===== src/rtl/rrom_pkg.sv =====
// rrom_pkg: definitions shared by the remote-ROM response deframer and the
// command-side framer.
//
// Contents:
//    SYNC               value carried in header bits [7:4] of every frame
//    ERR_BIT            header bit that carries the remote error flag
//    SIZE_MSB/SIZE_LSB  header field holding log2 of the data byte count
//    state_e            deframer FSM states
//    N(size)            number of data bytes in a frame of the given size
package rrom_pkg;

   localparam logic [3:0] SYNC     = 4'h5;
   localparam int         ERR_BIT  = 3;
   localparam int         SIZE_MSB = 1;
   localparam int         SIZE_LSB = 0;

   typedef enum logic [1:0] {
      HDR  = 2'd0,
      DATA = 2'd1,
      CSUM = 2'd2,
      OUT  = 2'd3
   } state_e;

   function automatic logic [3:0] N(input logic [1:0] size);
      return 4'd1 << size;
   endfunction

endpackage


===== src/rtl/rrom_rsp_deframer_if.sv =====
// rrom_rsp_deframer_if: bundles the response FIFO read port, the assembled
// response port and the status outputs of the deframer.
//
// Signals:
//    empty, dout    FIFO empty flag and data (data valid the cycle after rd_en)
//    rd_en          FIFO pop
//    rsp_valid/rsp_ready/rsp_data/rsp_size/rsp_error  response handshake
//    busy, resync_cnt  status
//
// Modports: master = deframer side, slave = FIFO/consumer side.
interface rrom_rsp_deframer_if;

   logic        empty;
   logic        rd_en;
   logic [7:0]  dout;
   logic        rsp_valid;
   logic        rsp_ready;
   logic [63:0] rsp_data;
   logic [1:0]  rsp_size;
   logic        rsp_error;
   logic        busy;
   logic [7:0]  resync_cnt;

   modport master (
      input  empty, dout, rsp_ready,
      output rd_en, rsp_valid, rsp_data, rsp_size, rsp_error, busy, resync_cnt
   );

   modport slave (
      output empty, dout, rsp_ready,
      input  rd_en, rsp_valid, rsp_data, rsp_size, rsp_error, busy, resync_cnt
   );

endinterface


===== src/rtl/rrom_rsp_deframer.sv =====
// rrom_rsp_deframer: pops framed response bytes from a standard (non-FWFT)
// FIFO, checks the sync nibble and XOR checksum, and reassembles 1/2/4/8 data
// bytes (LSB first) into one 64-bit word presented on a valid/ready port.
// An inter-byte timeout aborts a stalled frame so the bus never hangs.
//
// Ports:
//    clk    system clock
//    rst_n  asynchronous active-low reset
//    bus    rrom_rsp_deframer_if.master (FIFO read side, response port, status)
//
// Parameters:
//    TIMEOUT_CYC  cycles allowed between bytes inside a frame
//    SYNC         required header nibble
module rrom_rsp_deframer #(
   parameter int         TIMEOUT_CYC = 1024,
   parameter logic [3:0] SYNC        = rrom_pkg::SYNC
) (
   input logic                 clk,
   input logic                 rst_n,
   rrom_rsp_deframer_if.master bus
);
   import rrom_pkg::*;

   localparam logic [1:0] S_HDR  = HDR;
   localparam logic [1:0] S_DATA = DATA;
   localparam logic [1:0] S_CSUM = CSUM;
   localparam logic [1:0] S_OUT  = OUT;

   localparam int TW = (TIMEOUT_CYC > 1) ? $clog2(TIMEOUT_CYC) : 1;

   logic [1:0]    state_q, state_d;
   logic          pend_q, pend_d;
   logic [2:0]    idx_q, idx_d;
   logic [7:0]    csum_q, csum_d;
   logic [TW-1:0] tmo_q, tmo_d;
   logic          err_q, err_d;
   logic [1:0]    size_q, size_d;
   logic [63:0]   data_q, data_d;
   logic          valid_q, valid_d;
   logic          rsp_err_q, rsp_err_d;
   logic [7:0]    resync_q, resync_d;

   logic          pop_w;
   logic          land_w;
   logic          in_frame_w;
   logic          tmo_hit_w;

   always_comb begin
      // Only one byte may be in flight: the byte popped last cycle lands now.
      pop_w      = !bus.empty && !pend_q && (state_q != S_OUT);
      land_w     = pend_q;
      in_frame_w = (state_q == S_DATA) || (state_q == S_CSUM);
      // A byte landing in the expiry cycle takes priority over the timeout.
      tmo_hit_w  = in_frame_w && !land_w && (tmo_q == TW'(TIMEOUT_CYC - 1));

      state_d   = state_q;
      pend_d    = pop_w;
      idx_d     = idx_q;
      csum_d    = csum_q;
      err_d     = err_q;
      size_d    = size_q;
      data_d    = data_q;
      valid_d   = valid_q;
      rsp_err_d = rsp_err_q;
      resync_d  = resync_q;
      tmo_d     = (in_frame_w && !land_w) ? tmo_q + TW'(1) : '0;

      case (state_q)
         S_HDR: begin
            if (land_w) begin
               if (bus.dout[7:4] != SYNC) begin
                  resync_d = (resync_q == 8'hFF) ? resync_q : resync_q + 8'd1;
               end else begin
                  size_d  = bus.dout[SIZE_MSB:SIZE_LSB];
                  err_d   = bus.dout[ERR_BIT];
                  csum_d  = bus.dout;
                  idx_d   = 3'd0;
                  data_d  = '0;
                  state_d = S_DATA;
               end
            end
         end
         S_DATA: begin
            if (land_w) begin
               data_d[8*idx_q +: 8] = bus.dout;
               csum_d               = csum_q ^ bus.dout;
               if ({1'b0, idx_q} == N(size_q) - 4'd1) begin
                  state_d = S_CSUM;
               end else begin
                  idx_d = idx_q + 3'd1;
               end
            end else if (tmo_hit_w) begin
               state_d   = S_OUT;
               valid_d   = 1'b1;
               rsp_err_d = 1'b1;
            end
         end
         S_CSUM: begin
            if (land_w) begin
               rsp_err_d = err_q | (bus.dout != csum_q);
               valid_d   = 1'b1;
               state_d   = S_OUT;
            end else if (tmo_hit_w) begin
               state_d   = S_OUT;
               valid_d   = 1'b1;
               rsp_err_d = 1'b1;
            end
         end
         default: begin
            // A byte popped just before a timeout lands here and is dropped.
            if (valid_q && bus.rsp_ready) begin
               valid_d = 1'b0;
               state_d = S_HDR;
            end
         end
      endcase
   end

   always_ff @(posedge clk or negedge rst_n) begin
      if (!rst_n) begin
         state_q   <= S_HDR;
         pend_q    <= 1'b0;
         idx_q     <= 3'd0;
         csum_q    <= 8'd0;
         tmo_q     <= '0;
         err_q     <= 1'b0;
         size_q    <= 2'd0;
         data_q    <= 64'd0;
         valid_q   <= 1'b0;
         rsp_err_q <= 1'b0;
         resync_q  <= 8'd0;
      end else begin
         state_q   <= state_d;
         pend_q    <= pend_d;
         idx_q     <= idx_d;
         csum_q    <= csum_d;
         tmo_q     <= tmo_d;
         err_q     <= err_d;
         size_q    <= size_d;
         data_q    <= data_d;
         valid_q   <= valid_d;
         rsp_err_q <= rsp_err_d;
         resync_q  <= resync_d;
      end
   end

   // rd_en is combinational; gating with rst_n keeps it low while in reset.
   assign bus.rd_en      = rst_n && pop_w;
   assign bus.rsp_valid  = valid_q;
   assign bus.rsp_data   = data_q;
   assign bus.rsp_size   = size_q;
   assign bus.rsp_error  = rsp_err_q;
   assign bus.busy       = (state_q != S_HDR);
   assign bus.resync_cnt = resync_q;

endmodule


===== src/flat_wrapper.sv =====
// flat-port wrapper written by rule: the top's interface ports become plain ports
module rrom_rsp_deframer_flat import rrom_pkg::*;
#(
   parameter int         TIMEOUT_CYC = 1024,
   parameter logic [3:0] SYNC        = rrom_pkg::SYNC
)
  (clk, rst_n, bus_empty, bus_dout, bus_rsp_ready, bus_rd_en, bus_rsp_valid, bus_rsp_data, bus_rsp_size, bus_rsp_error, bus_busy, bus_resync_cnt);
  rrom_rsp_deframer_if bus_i ();
  input logic clk;
  input logic rst_n;
  input wire logic [$bits(bus_i.empty)-1:0] bus_empty;
  input wire logic [$bits(bus_i.dout)-1:0] bus_dout;
  input wire logic [$bits(bus_i.rsp_ready)-1:0] bus_rsp_ready;
  output wire logic [$bits(bus_i.rd_en)-1:0] bus_rd_en;
  output wire logic [$bits(bus_i.rsp_valid)-1:0] bus_rsp_valid;
  output wire logic [$bits(bus_i.rsp_data)-1:0] bus_rsp_data;
  output wire logic [$bits(bus_i.rsp_size)-1:0] bus_rsp_size;
  output wire logic [$bits(bus_i.rsp_error)-1:0] bus_rsp_error;
  output wire logic [$bits(bus_i.busy)-1:0] bus_busy;
  output wire logic [$bits(bus_i.resync_cnt)-1:0] bus_resync_cnt;
  assign bus_i.empty = bus_empty;
  assign bus_i.dout = bus_dout;
  assign bus_i.rsp_ready = bus_rsp_ready;
  assign bus_rd_en = bus_i.rd_en;
  assign bus_rsp_valid = bus_i.rsp_valid;
  assign bus_rsp_data = bus_i.rsp_data;
  assign bus_rsp_size = bus_i.rsp_size;
  assign bus_rsp_error = bus_i.rsp_error;
  assign bus_busy = bus_i.busy;
  assign bus_resync_cnt = bus_i.resync_cnt;
  rrom_rsp_deframer #(.TIMEOUT_CYC(TIMEOUT_CYC), .SYNC(SYNC)) u_core (.clk(clk), .rst_n(rst_n), .bus(bus_i));
endmodule

===== config.mk =====
export PLATFORM = sky130hd
export DESIGN_NAME = rrom_rsp_deframer_flat
export DESIGN_NICKNAME = d
export VERILOG_FILES = /design/src/rtl/rrom_pkg.sv /design/src/rtl/rrom_rsp_deframer_if.sv /design/src/rtl/rrom_rsp_deframer.sv /design/src/flat_wrapper.sv
export SDC_FILE = /design/constraint.sdc
export NUM_CORES = 1
export LEC_CHECK = 0
export CORE_UTILIZATION = 52
export CTS_CLUSTER_SIZE = 28
export DETAILED_ROUTE_END_ITERATION = 8
export GPL_TIMING_DRIVEN = 1
export PLACE_DENSITY = 0.91
export SLEW_MARGIN = 20
export SYNTH_ARGS = -nofsm -noshare
export SYNTH_HDL_FRONTEND = slang
export SYNTH_SLANG_ARGS = --single-unit

===== constraint.sdc =====
create_clock -name clk -period 3.3 [get_ports clk]
set_clock_uncertainty 0.05 [all_clocks]
set_input_delay 0.825 -clock clk [delete_from_list [all_inputs] [get_ports clk]]
set_output_delay 0.825 -clock clk [all_outputs]
set_load 0.005 [all_outputs]

==> metrics.yaml <==
run_status: "complete, no violations"
critPathLaunchType: "input pin"
met3_usage: 0.0790
p_leak_nw: 2.38
initialDrtViolationCount: 222
hold_path_end: "u_core.tmo_q[0]"
routabilityCongestion: 0.852
synth_mux_area_frac: 0.0271
dr.pass1.iters: 5
die_width_um: 96.2
synth-seq-cells: 101
synth-compound-area-share: 0.181
routed_wl_um: 12000
cts_root_buf: "clkbuf_8"
synthesis.area_um2: 4620
synth-main-ff-cell: "dfrtp_1"
grt-busiest-layer: "met2"
yosys.area.top_type_share: 0.547
peakVddDrop_v: 0.000308
synthAdderAreaFrac: 0.0244
cts_tree: "yes"
synth.distinct_cells: 60
area_growth_pct: 25.3
tightest_slew_ns: 0.821
crit_type: "in -> out"
final_cell_mix: "dfrtp_1, clkdlybuf4s50_1, nand2_1"
cp_max_fo: 2
antenna_found_initial: 0
yosysSeqAreaShare: 0.547
num_antenna_cells: 0
cts_made_buffers: 9
critPathRequiredTime_ns: 2.42
cp_slowest_stage_delay_ns: 0.49
yosys.area.top_type: "dfrtp_1"
worst_r2r_path_depth: 6
setup_viol: 0
reg2reg_to: "u_core.csum_q[7]"
path_clk_slew_ns: 0.09
fin_crit_sh: 0.893
post_cts_buffers: 0
worstHoldStart: "u_core.tmo_q[0]"
nets: 514
cts_buffer_depth: 2
whs_ns: 0.443
met1_usage: 0.368
critical_path.top_delay_family: "buffers and inverters"
coreArea_um2: 8680
wl_per_cell_um: 19.8
synthTopCellsByArea: "dfrtp_1, o2bb2ai_1, nand2_1"
final_common_cell: "dfrtp_1"
syn_nets: 426
die-area_um2: 9260
pre_cts_slack_ns: 0.330
powerDensity_nw_per_um2: 668
start_util: 0.532
syn_area_per_cell_um2: 11.4
cp_num_buf_inv: 2
hold_path_class: "reg -> reg"
ios: 90
cts-resized-gates: 0
detail_route.vias_per_cell: 6.10
tns_ns: 0
hold_depth: 1
synthCells: 405
grt_pass1_vias: 3819
max_cap_viol_count: 0
grt_overflow: 0
drive_above_1_share: 0.0743
portBuffers: 89
slew_headroom: 0.453
worstSkewPairLatency_ns: 0.38
num_rows: 34
crit_slowest_cell: "clkdlybuf4s50_1"
ys_warn_count: 0
ant_nets: 0
synth-xor-area-share: 0.0569
crit_path_end_kind: "primary output"
period_needed_ns: 2.95
rsz0062_at_grt: "no"
num_vias: 3696
crit-reg2reg-launch: "u_core.state_q[1]"
synth_top_family_by_area: "compound AO/OA/AOI/OAI gates"
htreeDepth: 3
cts_sinks: 101
hpwl_um: 8130
max_freq_ghz: 0.339
worst_slack_ns: 0.352
die_h_um: 96.2
grt_max_degree: 59
slew_viol_final: 0
crit_arrival_ns: 2.07
drc_errors: 0
ff2ff_setup_slack_ns: 0.36
holdBufCountCts: 0
async_reset_ff_frac: 1.00
met2_usage: 0.437
yosys.area_share.simple: 0.128
crit_top_cell: "clkdlybuf4s50_1"
track_usage: 0.280
synth_edf_count: 0
fill_cells: 676
hold_viol: 0
grt_pass1_wl_um: 19100
worstPathCellList: "clkdlybuf4s50_1, nor3_1, and2_1, clkdlybuf4s50_1"
-- final cells by class --
| cell class | count | area, um2 | area share |
|---|---|---|---|
| tap | 108 | 135 | 0.0234 |
| clock buffer | 10 | 138 | 0.0238 |
| clock inverter | 6 | 53.8 | 0.00930 |
| timing repair buffer | 94 | 926 | 0.160 |
| sequential | 101 | 2530 | 0.437 |
| multi-input combinational | 266 | 1930 | 0.333 |
| inverter | 21 | 78.8 | 0.0136 |
-- report_power, final --
part / leakage, nW / switching, mW / total, mW / internal [mW]
combinational: 0.916 / 0.655 / 1.36 / 0.701
clock: 0.100 / 0.467 / 0.775 / 0.309
sequential: 1.37 / 0.236 / 1.73 / 1.49
total: 2.38 / 1.36 / 3.86 / 2.50
-- per-stage QoR --
step	utilization	total power, mW	area (um2)	std cells
2_1_floorplan	-	2.45	4620	405
3_3_place_gp	0.644	3.01	5590	590
3_5_place_dp	0.644	3.08	5590	590
4_1_cts	0.667	3.86	5780	606
5_1_grt	0.667	4.07	5780	606
6_report	0.667	3.86	5780	606
-- cells by family after synthesis --
group	Yosys count
AND/OR/NAND/NOR	111
AO/OA/AOI/OAI	104
flip-flops	101
buffers and inverters	38
XOR/XNOR	30
multiplexers	12
adder cells (fa/ha/maj)	9
-- routing by layer --
layer	vias up	routed length, um
met3	29	781
li1	1657	-
met1	1840	5120
met2	170	5740
met4	0	342
met5	-	0
-- synthesized netlist by cell type, types with 6 or more instances --
| cell type | number |
|---|---|
| ha_1 | 9 |
| o22ai_1 | 8 |
| xnor2_1 | 15 |
| mux2i_1 | 8 |
| a21o_1 | 6 |
| buf_2 | 9 |
| nor3_1 | 7 |
| a21oi_1 | 7 |
| o31ai_1 | 7 |
| inv_1 | 19 |
| nand2_1 | 47 |
| xor2_1 | 15 |
| nand4_1 | 7 |
| nand3_1 | 12 |
| nor2_1 | 12 |
| o2bb2ai_1 | 41 |
| clkbuf_1 | 6 |
| dfrtp_1 | 101 |
-- flip-flops by register name, indices dropped and copies added, names as in the netlist --
name,cells
u_core.bus.resync_cnt,8
u_core.bus.rsp_data,64
u_core.bus.rsp_error,1
u_core.bus.rsp_size,2
u_core.bus.rsp_valid,1
u_core.csum_q,8
u_core.err_q,1
u_core.idx_q,3
u_core.land_w,1
u_core.state_q,2
u_core.tmo_q,10
-- how the worst max path moves through the flow --
stage	from	to	cells past startpoint	slack, ns
floorplan	u_core.idx_q[0]	u_core.bus.rsp_data[29]	9	0.88
global placement	bus_empty	bus_rd_en	4	0.40
detailed placement	bus_dout[4]	u_core.idx_q[2]	5	0.33
CTS	bus_empty	bus_rd_en	4	0.34
global route	bus_empty	bus_rd_en	4	0.22
finish	bus_empty	bus_rd_en	4	0.35
Note: power is estimated with default switching activity, not from simulation.
